$ cat src/rtl/sub86_mdu.sv
// sub86_mdu: iterative multiply/divide unit, one bit per cycle.
// Handles MUL/IMUL (double-width product) and DIV/IDIV (quotient and
// remainder). Signed operations run on magnitudes, and the signs are fixed
// up in a single cycle at the end. Divide by zero skips the iteration.
module sub86_mdu #(
    parameter int WIDTH = 32
) (
    input  logic             CLK,
    input  logic             RST,
    input  logic             START,
    input  logic [1:0]       OP,
    input  logic [WIDTH-1:0] OPA,
    input  logic [WIDTH-1:0] OPB,
    output logic [WIDTH-1:0] RES_LO,
    output logic [WIDTH-1:0] RES_HI,
    output logic             BUSY,
    output logic             DONE,
    output logic             DZ,
    output logic             OVF
);

    localparam int CW = $clog2(WIDTH);
    localparam logic [CW-1:0]      CNT_INIT = CW'(WIDTH - 1);
    localparam logic [CW-1:0]      CNT_ONE  = {{(CW-1){1'b0}}, 1'b1};
    localparam logic [CW-1:0]      CNT_ZERO = {CW{1'b0}};
    localparam logic [WIDTH-1:0]   ZERO_W   = {WIDTH{1'b0}};
    localparam logic [WIDTH-1:0]   ONES_W   = {WIDTH{1'b1}};
    localparam logic [WIDTH-1:0]   ONE_W    = {{(WIDTH-1){1'b0}}, 1'b1};
    localparam logic [WIDTH-1:0]   MIN_W    = {1'b1, {(WIDTH-1){1'b0}}};
    localparam logic [2*WIDTH-1:0] ONE_2W   = {{(2*WIDTH-1){1'b0}}, 1'b1};

    typedef enum logic [2:0] {
        IDLE = 3'd0,
        PREP = 3'd1,
        ITER = 3'd2,
        FIX  = 3'd3,
        FIN  = 3'd4
    } state_t;

    // Two's complement negation helpers.
    function automatic logic [WIDTH-1:0] neg_w(input logic [WIDTH-1:0] x);
        return ~x + ONE_W;
    endfunction

    function automatic logic [2*WIDTH-1:0] neg_2w(input logic [2*WIDTH-1:0] x);
        return ~x + ONE_2W;
    endfunction

    state_t             state_r, state_nxt_s;
    logic [1:0]         op_r;
    logic [WIDTH-1:0]   a_r, b_r;        // latched raw operands
    logic [WIDTH-1:0]   dvs_r;           // multiplicand or divisor magnitude
    logic [WIDTH-1:0]   acc_r;           // product high half or partial remainder
    logic [WIDTH-1:0]   lo_r;            // multiplier/product low half or dividend/quotient
    logic [CW-1:0]      cnt_r;
    logic               res_sign_r, rem_sign_r, idiv_ovf_r;
    logic [WIDTH-1:0]   res_lo_r, res_hi_r;
    logic               busy_r, done_r, dz_r, ovf_r;

    logic               accept_s, div_zero_s, idiv_min_s;
    logic [WIDTH-1:0]   mag_a_s, mag_b_s;
    logic [WIDTH:0]     addend_s, sum_s, shl_s;
    logic               rem_ge_s;
    logic [WIDTH-1:0]   diff_s;
    logic [2*WIDTH-1:0] prod_s, prod_fix_s;
    logic [WIDTH-1:0]   quo_s, rem_s, fix_lo_s, fix_hi_s;
    logic               fix_ovf_s;

    // Request decode: a START counts only when idle or finishing.
    always_comb begin
        accept_s   = START && ((state_r == IDLE) || (state_r == FIN));
        div_zero_s = OP[1] && (OPB == ZERO_W);
        idiv_min_s = (OP == 2'b11) && (OPA == MIN_W) && (OPB == ONES_W);
    end

    // Next-state logic.
    always_comb begin
        state_nxt_s = state_r;
        case (state_r)
            IDLE, FIN: begin
                if (accept_s) begin
                    state_nxt_s = div_zero_s ? FIN : PREP;
                end else begin
                    state_nxt_s = IDLE;
                end
            end
            PREP: state_nxt_s = ITER;
            ITER: begin
                if (cnt_r == CNT_ZERO) begin
                    state_nxt_s = FIX;
                end else begin
                    state_nxt_s = ITER;
                end
            end
            FIX:     state_nxt_s = FIN;
            default: state_nxt_s = IDLE;
        endcase
    end

    // Arithmetic: magnitudes, one shift-add/restoring step, final sign fix-up.
    always_comb begin
        if (op_r[0] && a_r[WIDTH-1]) begin
            mag_a_s = neg_w(a_r);
        end else begin
            mag_a_s = a_r;
        end
        if (op_r[0] && b_r[WIDTH-1]) begin
            mag_b_s = neg_w(b_r);
        end else begin
            mag_b_s = b_r;
        end

        addend_s = lo_r[0] ? {1'b0, dvs_r} : {(WIDTH+1){1'b0}};
        sum_s    = {1'b0, acc_r} + addend_s;

        // The step remainder stays below the divisor, so a WIDTH-bit
        // difference is exact whenever the WIDTH+1-bit compare passes.
        shl_s    = {acc_r, lo_r[WIDTH-1]};
        rem_ge_s = (shl_s >= {1'b0, dvs_r});
        diff_s   = shl_s[WIDTH-1:0] - dvs_r;

        prod_s     = {acc_r, lo_r};
        prod_fix_s = res_sign_r ? neg_2w(prod_s) : prod_s;
        quo_s      = res_sign_r ? neg_w(lo_r) : lo_r;
        rem_s      = rem_sign_r ? neg_w(acc_r) : acc_r;

        if (op_r[1]) begin
            fix_lo_s = quo_s;
            fix_hi_s = rem_s;
        end else begin
            fix_lo_s = prod_fix_s[WIDTH-1:0];
            fix_hi_s = prod_fix_s[2*WIDTH-1:WIDTH];
        end

        case (op_r)
            2'b00:   fix_ovf_s = (fix_hi_s != ZERO_W);
            2'b01:   fix_ovf_s = (fix_hi_s != {WIDTH{fix_lo_s[WIDTH-1]}});
            2'b10:   fix_ovf_s = 1'b0;
            2'b11:   fix_ovf_s = idiv_ovf_r;
            default: fix_ovf_s = 1'b0;
        endcase
    end

    // State, datapath and output registers.
    always_ff @(posedge CLK) begin
        if (RST) begin
            state_r    <= IDLE;
            op_r       <= 2'b00;
            a_r        <= ZERO_W;
            b_r        <= ZERO_W;
            dvs_r      <= ZERO_W;
            acc_r      <= ZERO_W;
            lo_r       <= ZERO_W;
            cnt_r      <= CNT_ZERO;
            res_sign_r <= 1'b0;
            rem_sign_r <= 1'b0;
            idiv_ovf_r <= 1'b0;
            res_lo_r   <= ZERO_W;
            res_hi_r   <= ZERO_W;
            busy_r     <= 1'b0;
            done_r     <= 1'b0;
            dz_r       <= 1'b0;
            ovf_r      <= 1'b0;
        end else begin
            state_r <= state_nxt_s;
            busy_r  <= (state_nxt_s == PREP) || (state_nxt_s == ITER) || (state_nxt_s == FIX);
            done_r  <= (state_nxt_s == FIN);
            case (state_r)
                IDLE, FIN: begin
                    if (accept_s) begin
                        op_r       <= OP;
                        a_r        <= OPA;
                        b_r        <= OPB;
                        dz_r       <= div_zero_s;
                        ovf_r      <= 1'b0;
                        idiv_ovf_r <= idiv_min_s;
                        if (div_zero_s) begin
                            res_lo_r <= ONES_W;
                            res_hi_r <= OPA;
                        end
                    end
                end
                PREP: begin
                    res_sign_r <= op_r[0] & (a_r[WIDTH-1] ^ b_r[WIDTH-1]);
                    rem_sign_r <= op_r[0] & a_r[WIDTH-1];
                    cnt_r      <= CNT_INIT;
                    acc_r      <= ZERO_W;
                    if (op_r[1]) begin
                        dvs_r <= mag_b_s;
                        lo_r  <= mag_a_s;
                    end else begin
                        dvs_r <= mag_a_s;
                        lo_r  <= mag_b_s;
                    end
                end
                ITER: begin
                    cnt_r <= cnt_r - CNT_ONE;
                    if (op_r[1]) begin
                        lo_r  <= {lo_r[WIDTH-2:0], rem_ge_s};
                        acc_r <= rem_ge_s ? diff_s : shl_s[WIDTH-1:0];
                    end else begin
                        acc_r <= sum_s[WIDTH:1];
                        lo_r  <= {sum_s[0], lo_r[WIDTH-1:1]};
                    end
                end
                FIX: begin
                    res_lo_r <= fix_lo_s;
                    res_hi_r <= fix_hi_s;
                    ovf_r    <= fix_ovf_s;
                end
                default: begin
                    state_r <= IDLE;
                end
            endcase
        end
    end

    assign RES_LO = res_lo_r;
    assign RES_HI = res_hi_r;
    assign BUSY   = busy_r;
    assign DONE   = done_r;
    assign DZ     = dz_r;
    assign OVF    = ovf_r;

endmodule

$ cat config.mk
export PLATFORM = sky130hd
export DESIGN_NAME = sub86_mdu
export DESIGN_NICKNAME = d
export VERILOG_FILES = /design/src/rtl/sub86_mdu.sv
export SDC_FILE = /design/constraint.sdc
export NUM_CORES = 1
export LEC_CHECK = 0
export CORE_ASPECT_RATIO = 1.2
export CORE_UTILIZATION = 55
export DETAILED_ROUTE_END_ITERATION = 8
export GPL_ROUTABILITY_DRIVEN = 0
export GPL_TIMING_DRIVEN = 1
export PLACE_DENSITY_LB_ADDON = 0.1
export SLEW_MARGIN = 10
export SYNTH_ARGS = -nofsm -noshare
export SYNTH_HDL_FRONTEND = slang
export SYNTH_SLANG_ARGS = --single-unit
$ cat constraint.sdc
create_clock -name CLK -period 7.5 [get_ports CLK]
set_clock_uncertainty 0.05 [all_clocks]
set_input_delay 1.875 -clock CLK [delete_from_list [all_inputs] [get_ports CLK]]
set_output_delay 1.875 -clock CLK [all_outputs]
set_load 0.05 [all_outputs]
==> PnR_summary.wiki <==
{| class="wikitable"
! Metric !! Value
|-
| Highest achievable clock rate || 208 MHz
|-
| Maximum level of the CTS H-tree || 1
|-
| Flop-to-flop setup slack || 2.69 ns
|-
| Largest net degree at the start of global routing || 93
|-
| Root Buffer Master || clkbuf_16
|-
| Number of instances in the synthesized netlist || 2336
|-
| Non-filler instance count after layout || 2774
|-
| Core outline area || 30700 sq um
|-
| Data required, critical path || 7.91 ns
|-
| Start point of the worst hold path || res_sign_r
|-
| Max IR drop VDD || 0.225 mV
|-
| Number of synthesized register bits || 241
|-
| Reg-to-reg endpoint || acc_r[30]
|-
| Launch instance of the worst register-to-register path || lo_r[0]
|-
| CP Cell Sequence || clkinv_1 -> nor2_1 -> ha_1 -> a211o_1 -> o211ai_1 -> a211oi_1 -> o221ai_1 -> o21ai_0 -> a221oi_1 -> a21oi_1 -> xnor2_1 -> nor2_1 -> o31ai_1
|-
| Design internal power || 2820 uW
|-
| Final WL || 60.4 mm
|-
| 1st-iter DRT viols || 1831
|-
| Antenna-violating nets left || 0
|-
| Via total after detailed routing || 18200
|-
| Global router's overall resource usage || 37.0%
|-
| CTS tree || done
|-
| Met2 demand-to-capacity share in global routing || 62.9%
|-
| Actual transition at the worst max-transition pin || 1.13 ns
|-
| Total number of clock tree sinks || 241
|-
| Fill cell count || 2792
|-
| Later-pin clock latency in the skew report || 0.55 ns
|-
| Most frequent cell on the critical path || nor2_1
|-
| Top post-synthesis cells by area || dfxtp_1 (28%), a21oi_1 (6.7%), nand2_1 (6.5%), nor2_1 (6.0%), ha_1 (5.0%)
|-
| Setup repair after global routing missed its margin || false
|-
| Fraction of met3 tracks used by global routing || 4.71%
|-
| Number of global-route vias before repair || 16800
|-
| Yosys warns || 0
|-
| Count of standard-cell rows || 70
|-
| Psw || 1810 uW
|-
| Worst-path cell with the longest stage delay || clkinv_1
|-
| Post-layout minimum cycle time || 4.81 ns
|-
| CP endpoint kind || flip-flop
|-
| Number of hold-repair buffers added at the cts stage || 0
|-
| Crit. Startpoint || lo_r[0]
|-
| Fraction of layout cells with a size suffix above 1 || 4.79%
|-
| Relative slew margins || 24.3%
|-
| Synthesized area per cell || 7.37 sq um
|-
| Vias per std cell || 6.57
|-
| Antenna violations before repair || 2
|-
| TritonCTS buffer count || 26
|-
| Overall die width || 164 um
|-
| Switching power as a share of total power || 39.0%
|-
| Layout net count || 2501
|-
| Cell taking the most area after synthesis || dfxtp_1
|-
| Post-synthesis instance area || 17200 sq um
|-
| Proportion of register bits with asynchronous set or reset after synthesis || 0%
|-
| Cell types with the highest counts after synthesis || nand2_1 (298), nor2_1 (273), dfxtp_1 (241), a21oi_1 (232), clkbuf_1 (148)
|-
| Final HPWL DP || 45.5 mm
|-
| Number of enable-type register cells in the synthesized netlist || 0
|-
| Wire length per cell after detailed routing || 21.8 um
|-
| Starting density of the core || 56.2%
|-
| Final worst path period share || 64.2%
|-
| Cell with the most instances after synthesis || nand2_1
|-
| Hold Fails Final Rpt || 0
|-
| Capturing instance or port of the critical path || acc_r[30]
|-
| Fraction of power consumed by the clock network || 29.6%
|-
| Detailed-route DRC error count || 0
|-
| Global-route wire length before repair || 93.2 mm
|-
| Area growth from synthesis to layout || 13.6%
|-
| Post-route setup TNS || 0 ns
|-
| Routing layer with the top usage in global route || met2
|-
| Post-CTS sizing || 0
|-
| Die footprint || 32000 sq um
|-
| Kind of critical path || flip-flop to flip-flop
|-
| Most frequently used flop master after synthesis || dfxtp_1
|-
| Number of failing setup endpoints in the final timing report || 0
|-
| Core occupancy in the finished layout || 63.8%
|-
| PD cells || 236 nW/um^2
|-
| Status || finished clean
|-
| Distinct cells, synth || 79
|-
| Slew Limit Fails || 0
|-
| Relative contribution of sequential cells to total power || 32.2%
|-
| Kind of path behind the tightest hold check || flip-flop to flip-flop
|-
| Sequential fraction of the synthesis area || 28.0%
|-
| Number of nets in the synthesized netlist || 2476
|-
| Length in cells of the worst reg-to-reg path || 13
|-
| Category of the worst setup path launch point || flip-flop
|-
| Biggest cell delay along the critical path || 0.88 ns
|-
| Reported leakage power || 0.00740 uW
|-
| Worst hold slack after final layout || 0.411 ns
|-
| Post-placement cell area || 18700 sq um
|-
| Max-cap check violation count || 0
|-
| Worst path arrival time || 5.23 ns
|-
| Met1 usage in global routing || 44.7%
|-
| Maximum number of buffers from clock root to sink || 3
|-
| Die height || 196 um
|-
| Placed Cells || 2729
|-
| Final std cell area, no fill || 19600 sq um
|-
| Top-area cell type share of the netlist area || 28.0%
|-
| Count of antenna diodes in the layout || 0
|-
| Maximum fanout encountered on the critical timing path || 34
|-
| Clock slew at the register clock pins of the worst setup and hold paths || 0.06 ns
|-
| Number of detailed-route iterations in the first pass || 6
|-
| Combinational Power Share || 38.2%
|-
| GRT Residual Overflow || 0
|-
| Post CTS Setup Buffer Count || 0
|-
| Port-buffer cells || 136
|-
| Top-level I/O count || 137
|}
through the flow:
| step | power, uW | worst slack (ns) |
|---|---|---|
| finish | 4620 | 2.69 |
| global route | 4810 | 2.31 |
| CTS | 4570 | 2.76 |
| detailed placement | 3220 | 2.44 |
| global placement | 3190 | 2.56 |
| floorplan | 2710 | 3.64 |
state kept, by name, indices dropped and copies added, names as in the netlist:
name        count
cnt_r           5
dvs_r          32
DZ              1
rem_sign_r      1
acc_r          32
RES_LO         32
b_r            32
op_r            2
idiv_ovf_r      1
a_r            32
res_sign_r      1
state_r         3
OVF             1
DONE            1
BUSY            1
RES_HI         32
lo_r           32
power by group through the flow:
| stage | combinational, uW | clock [uW] | sequential, uW |
|---|---|---|---|
| global placement | 1680 | 0 | 1510 |
| detailed placement | 1710 | 0 | 1510 |
| CTS | 1710 | 1370 | 1490 |
| finish | 1770 | 1370 | 1490 |
| floorplan | 1190 | 0 | 1520 |
| global route | 1890 | 1420 | 1500 |
critical path: cells and delay by family, from the launching register on:
family	cells	cell delay (ns)
flops	1	0.41
buf+inv	1	0.88
xor+xnor	1	0.15
compound gates	8	2.34
simple gates	2	0.56
fa+ha+maj	1	0.32
worst min-delay path by stage:
stage,depth (start not counted),to
after global routing,1,cnt_r[3]
after CTS,2,res_sign_r
after detailed placement,2,res_sign_r
final,2,res_sign_r
after floorplan,2,dvs_r[2]
after global placement,2,dvs_r[9]
cell families after synthesis:
logic type,share of synthesized area (%)
AOI/OAI and AO/OA,25.5
and+or+nand+nor,24.1
adders and majority gates,5.25
muxes,3.17
buffers and inverters,5.21
xor gates and xnor gates,8.75
DFF,28.0
per-layer routing:
| metal | wire (um) | up-vias |
|---|---|---|
| li1 | - | 8554 |
| met1 | 23500 | 8559 |
| met2 | 28900 | 881 |
| met3 | 4310 | 229 |
| met4 | 3630 | 4 |
| met5 | 36 | - |
cell type report:
class	instances	area [sq um]	area share, %
Multi-Input combinational cell	1860	11500	59.0
Sequential cell	241	4830	24.7
Timing Repair Buffer	159	1540	7.85
Clock buffer	38	777	3.97
Tap cell	396	495	2.53
Inverter	73	274	1.40
Clock inverter	7	118	0.601
layout by cell type (no fill, tap or decap), drive strengths merged, types with 7 or more instances in the layout:
cell type	Yosys	final
nand2	298	298
nor2	273	273
dfxtp	241	241
a21oi	232	232
clkdlybuf4s50	0	135
xnor2	92	92
o21ai	89	89
xor2	80	80
nor3	78	78
inv	72	72
ha	69	69
a211oi	65	65
o211ai	51	51
nor4	48	48
mux2i	41	41
clkbuf	148	38
a2111oi	37	37
nand3	36	36
nand4	34	34
a21o	28	28
or4	28	28
buf	14	24
o31ai	22	22
a221oi	19	19
a31oi	19	19
nand2b	18	18
a22oi	16	16
o41ai	15	15
mux2	12	12
a211o	12	12
and3	11	11
o21a	11	11
and2	11	11
or2	11	11
or3	11	11
and4	8	8
nor2b	7	7
o21bai	7	7
No activity file was read; power rests on OpenSTA's default activity.
